$ cat src/rtl/cp0_exc_ctrl_if.sv
// CP0 register access bus between the M-stage pipeline (master) and CP0 (slave).
// Carries the mfc0/mtc0 register number, write enable, write data and read data.
interface cp0_exc_ctrl_if;
   logic [4:0]  addr;
   logic        we;
   logic [31:0] wdata;
   logic [31:0] rdata;

   modport master (output addr, output we, output wdata, input rdata);
   modport slave  (input addr, input we, input wdata, output rdata);
endinterface

$ cat src/rtl/cp0_exc_ctrl.sv
// Coprocessor-0 exception/interrupt controller at the M stage: holds SR, Cause,
// EPC and PRId, raises the flush request and serves mfc0/mtc0/eret.
module cp0_exc_ctrl #(
   parameter logic [31:0] PRID      = 32'h4D49_5053,
   parameter int unsigned NUM_HWINT = 6
) (
   input  logic                 clk,
   input  logic                 reset,
   cp0_exc_ctrl_if.slave        bus,
   input  logic [31:0]          vpc,
   input  logic                 bd_in,
   input  logic [4:0]           exc_code_in,
   input  logic [NUM_HWINT-1:0] hw_int,
   input  logic                 exl_clr,
   output logic [31:0]          epc_out,
   output logic                 req
);

   localparam logic [4:0] ADDR_SR    = 5'd12;
   localparam logic [4:0] ADDR_CAUSE = 5'd13;
   localparam logic [4:0] ADDR_EPC   = 5'd14;
   localparam logic [4:0] ADDR_PRID  = 5'd15;

   logic [NUM_HWINT-1:0] im;
   logic                 exl;
   logic                 ie;
   logic                 bd;
   logic [NUM_HWINT-1:0] ip;
   logic [4:0]           exccode;
   logic [31:0]          epc;

   logic        int_req;
   logic        exc_req;
   logic [31:0] sr_val;
   logic [31:0] cause_val;

   always_comb begin
      int_req = ie & ~exl & (|(hw_int & im));
      exc_req = (exc_code_in != 5'd0) & ~exl;
      req     = ~reset & (int_req | exc_req);
   end

   always_comb begin
      sr_val    = {16'h0000, im, 8'h00, exl, ie};
      cause_val = {bd, 15'h0000, ip, 3'b000, exccode, 2'b00};
   end

   always_ff @(posedge clk) begin
      if (reset) begin
         im      <= '0;
         exl     <= 1'b0;
         ie      <= 1'b0;
         bd      <= 1'b0;
         ip      <= '0;
         exccode <= '0;
         epc     <= '0;
      end else begin
         ip <= hw_int;
         if (req) begin
            exl     <= 1'b1;
            bd      <= bd_in;
            exccode <= int_req ? 5'd0 : exc_code_in;
            epc     <= bd_in ? vpc - 32'd4 : vpc;
         end else begin
            if (bus.we) begin
               case (bus.addr)
                  ADDR_SR: begin
                     im  <= bus.wdata[15:10];
                     exl <= bus.wdata[1];
                     ie  <= bus.wdata[0];
                  end
                  ADDR_EPC: epc <= bus.wdata;
                  default: ;
               endcase
            end
            // eret clear comes last so it wins over an SR write in the same cycle
            if (exl_clr) exl <= 1'b0;
         end
      end
   end

   always_comb begin
      case (bus.addr)
         ADDR_SR:    bus.rdata = sr_val;
         ADDR_CAUSE: bus.rdata = cause_val;
         ADDR_EPC:   bus.rdata = epc;
         ADDR_PRID:  bus.rdata = PRID;
         default:    bus.rdata = '0;
      endcase
   end

   // Forward a same-cycle mtc0 EPC so a following eret sees the new target
   always_comb begin
      if (bus.we && bus.addr == ADDR_EPC && !req) epc_out = bus.wdata;
      else                                        epc_out = epc;
   end

endmodule
$ cat src/flat_wrapper.sv
// flat-port wrapper written by rule: the top's interface ports become plain ports
module cp0_exc_ctrl_flat 
#(
   parameter logic [31:0] PRID      = 32'h4D49_5053,
   parameter int unsigned NUM_HWINT = 6
)
  (clk, reset, vpc, bd_in, exc_code_in, hw_int, exl_clr, epc_out, req, bus_addr, bus_we, bus_wdata, bus_rdata);
  cp0_exc_ctrl_if bus_i ();
  input  logic clk;
  input  logic reset;
  input  logic [31:0] vpc;
  input  logic bd_in;
  input  logic [4:0] exc_code_in;
  input  logic [NUM_HWINT-1:0] hw_int;
  input  logic exl_clr;
  output logic [31:0] epc_out;
  output logic req;
  input wire logic [$bits(bus_i.addr)-1:0] bus_addr;
  input wire logic [$bits(bus_i.we)-1:0] bus_we;
  input wire logic [$bits(bus_i.wdata)-1:0] bus_wdata;
  output wire logic [$bits(bus_i.rdata)-1:0] bus_rdata;
  assign bus_i.addr = bus_addr;
  assign bus_i.we = bus_we;
  assign bus_i.wdata = bus_wdata;
  assign bus_rdata = bus_i.rdata;
  cp0_exc_ctrl #(.PRID(PRID), .NUM_HWINT(NUM_HWINT)) u_core (.clk(clk), .reset(reset), .bus(bus_i), .vpc(vpc), .bd_in(bd_in), .exc_code_in(exc_code_in), .hw_int(hw_int), .exl_clr(exl_clr), .epc_out(epc_out), .req(req));
endmodule
$ cat config.mk
export PLATFORM = sky130hd
export DESIGN_NAME = cp0_exc_ctrl_flat
export DESIGN_NICKNAME = d
export VERILOG_FILES = /design/src/rtl/cp0_exc_ctrl_if.sv /design/src/rtl/cp0_exc_ctrl.sv /design/src/flat_wrapper.sv
export SDC_FILE = /design/constraint.sdc
export NUM_CORES = 1
export LEC_CHECK = 0
export CAP_MARGIN = 20
export CORE_MARGIN = 2
export CORE_UTILIZATION = 44
export CTS_CLUSTER_SIZE = 24
export DETAILED_ROUTE_END_ITERATION = 7
export GPL_TIMING_DRIVEN = 0
export PLACE_DENSITY_LB_ADDON = 0.2
export RECOVER_POWER = 100
export SLEW_MARGIN = 20
export SYNTH_ARGS = -nofsm -noshare
export SYNTH_HDL_FRONTEND = slang
export SYNTH_SLANG_ARGS = --single-unit
$ cat constraint.sdc
create_clock -name clk -period 3.17 [get_ports clk]
set_clock_uncertainty 0.2 [all_clocks]
set_input_delay 0.4755 -clock clk [delete_from_list [all_inputs] [get_ports clk]]
set_output_delay 0.4755 -clock clk [all_outputs]
set_load 0.03 [all_outputs]
==> flow_summary.ini <==
[global_routing]
antenna_found_initial = 0
grt_pass1_vias = 3799
grtUsageTotal = 0.294
grt_overflow = 0
grt_max_degree = 17
grt_pass1_wl_mm = 20.1

[routing]
firstDrtPassIters = 5
vias = 3944
drt_wl_total_mm = 13.1
vias_per_cell = 5.69
drc_errors = 0
drt_iter0_drc = 225
ant_nets = 0
wl_per_cell_um = 19.0

[yosys]
syn_nets = 513
synth.distinct_cells = 43
syn_area_um2 = 3570
yosysSeqAreaShare = 0.292
dominantRegCellSynth = dfxtp_1
ys_warn_count = 0
async_flop_share = 0
avgSynthCellArea_um2 = 8.36
synth_edf_count = 0
ys_ff_latch = 52
synthCells = 427

[power]
leakage_uw = 0.00226
powerDensity_nw_per_um2 = 333
ir_worst_vdd_uv = 205

[clock_network]
cts.clk_slew.worst_paths_ns = 0.10
numClockSinks = 52
ctsLongestPathBuffers = 2
cts_made_buffers = 5
cts_root_buf = clkbuf_8
h-tree-depth = 2
cts_hold_buffers = 0
cts_tree = built
clock_latency_ns = 0.32

[setup_path]
path_buf_inv = 3
ff2ff_setup_slack_ns = 0.65
cp_slowest_cell = or4_4
end_kind = output port
worstPathRequired_ns = 2.49
path_cells = dlygate4sd2_1, or4_4, o21ai_4, and2_4, nand2_8, buf_8, mux2_2, buf_4
cp_max_fo = 8
critPathKind = in -> out
cp_top_family = simple AND/OR/NAND/NOR gates
critical_path_arrival_ns = 2.42
crit_path_start_kind = input port
cp_slowest_stage_delay_ns = 0.55

[die]
initial_core_util = 0.457
die_w_um = 94.1
io_pins = 150
die_area_um2 = 8850
chipHeight_um = 94.1
placement_rows = 32
core_um2 = 7810

[timing]
fmax_mhz = 323
worstMarginPinSlew_ns = 0.860
fin_crit_ns = 3.10
slew_headroom = 0.420
finalHoldViolCount = 0
finalHoldWorstSlack_ns = 0.212
slew_viol_final = 0
period_share = 0.977
setup_viol = 0

[final_layout]
layout_common_cells = 84 x clkdlybuf4s50_1, 54 x a211oi_1, 52 x nor2_1, 52 x dfxtp_1, 34 x mux2_2
diodes = 0
area_growth_pct = 52.9
drive_gt1_frac = 0.196
nets = 676
layout_commonest_cell = clkdlybuf4s50_1
final_cell_area_um2 = 5460

[placement]
postPlaceCellArea_um2 = 5170
port_buffers = 147
place.gp.congestion = 0.862
dp_hpwl_mm = 9.72

[run]
drv_cap = 0

[hold_path]
hp-class = in -> reg

[status]
status = finished, final reports clean
cell families (layout without fill, tap and decap cells):
family | count (synthesis) | in the layout | synth area share
muxes | 52 | 52 | 0.158
and+or+nand+nor | 167 | 167 | 0.257
xor gates and xnor gates | 29 | 29 | 0.0712
buffers and inverters | 37 | 201 | 0.0438
adders and majority gates | 1 | 1 | 0.00350
DFF | 52 | 52 | 0.292
AOI/OAI and AO/OA | 89 | 89 | 0.175
layer usage:
| metal | up-vias | share of wire | global-route usage | wire length [µm] |
|---|---|---|---|---|
| met5 | - | 0 | 0 | 0 |
| li1 | 1871 | - | - | - |
| met2 | 186 | 0.48 | 0.507 | 6350 |
| met1 | 1859 | 0.43 | 0.376 | 5650 |
| met4 | 0 | 0.024 | 0.104 | 319 |
| met3 | 28 | 0.063 | 0.0385 | 830 |
area by class of cell:
| class | instances | area (µm²) |
|---|---|---|
| clock inverter | 3 | 42.5 |
| fill | 651 | 2350 |
| sequential | 52 | 1040 |
| timing repair buffer | 157 | 1540 |
| tap | 102 | 128 |
| buffer | 32 | 190 |
| multi-input combinational | 338 | 2430 |
| inverter | 4 | 15.0 |
| clock buffer | 5 | 68.8 |
power by group:
| part | switching [µW] | internal (µW) | total (µW) |
|---|---|---|---|
| Sequential | 37.6 | 705 | 742 |
| Clock | 240 | 234 | 474 |
| Combinational | 323 | 280 | 602 |
| Total | 600 | 1220 | 1820 |
cells in the mapped netlist (4+ instances only):
cell | number | area [µm²]
a211oi_1 | 54 | 405
a21oi_1 | 18 | 90.1
a22oi_1 | 4 | 30.0
and2_1 | 13 | 81.3
buf_1 | 5 | 18.8
buf_2 | 5 | 25.0
clkbuf_1 | 21 | 78.8
dfxtp_1 | 52 | 1040
mux2_2 | 34 | 383
mux2i_1 | 18 | 180
nand2_1 | 22 | 82.6
nand3_1 | 10 | 50.1
nor2_1 | 52 | 195
nor2b_1 | 30 | 188
nor3_1 | 11 | 55.1
o21ai_0 | 5 | 25.0
or3_1 | 4 | 25.0
xnor2_1 | 24 | 210
xor2_1 | 5 | 43.8
worst paths after layout:
path | startpoint | end | cells after the start
min | hw_int[3] | u_core.ip[3]$_SDFF_PP0_ | 2
max reg2reg | u_core.im[0]$_SDFFE_PP0P_ | u_core.epc[1]$_SDFFE_PP0P_ | 7
min reg2reg | u_core.exccode[4]$_SDFFE_PP0P_ | u_core.exccode[4]$_SDFFE_PP0P_ | 2
max | exc_code_in[0] | epc_out[15] | 8
registers in the layout, summed over array words and instances, names as in the netlist:
signal and cells:
u_core.epc 32, u_core.im 6, u_core.ip 6, u_core.exccode 5
u_core.bd 1, u_core.exl 1, u_core.ie 1
repair_timing:
action	in CTS	in global routing
buffers inserted	5	3
pin swaps	7	6
setup endpoints to repair	54	54
gates cloned	3	0
resized for setup	244	16
metrics by stage:
step                       util  cells  worst slack (ns)  power, µW  TNS, ns
after floorplan               -    427             0.348       1060        0
after global placement    0.662    676             -1.07       1340   -39.61
after detailed placement  0.662    676             -1.04       1350   -39.67
after CTS                 0.695    692           -0.0199       1810  -0.0890
after global routing      0.699    693           -0.0199       1890  -0.0246
final                     0.699    693            0.0720       1820        0
Power figures use the tool's default switching activity.
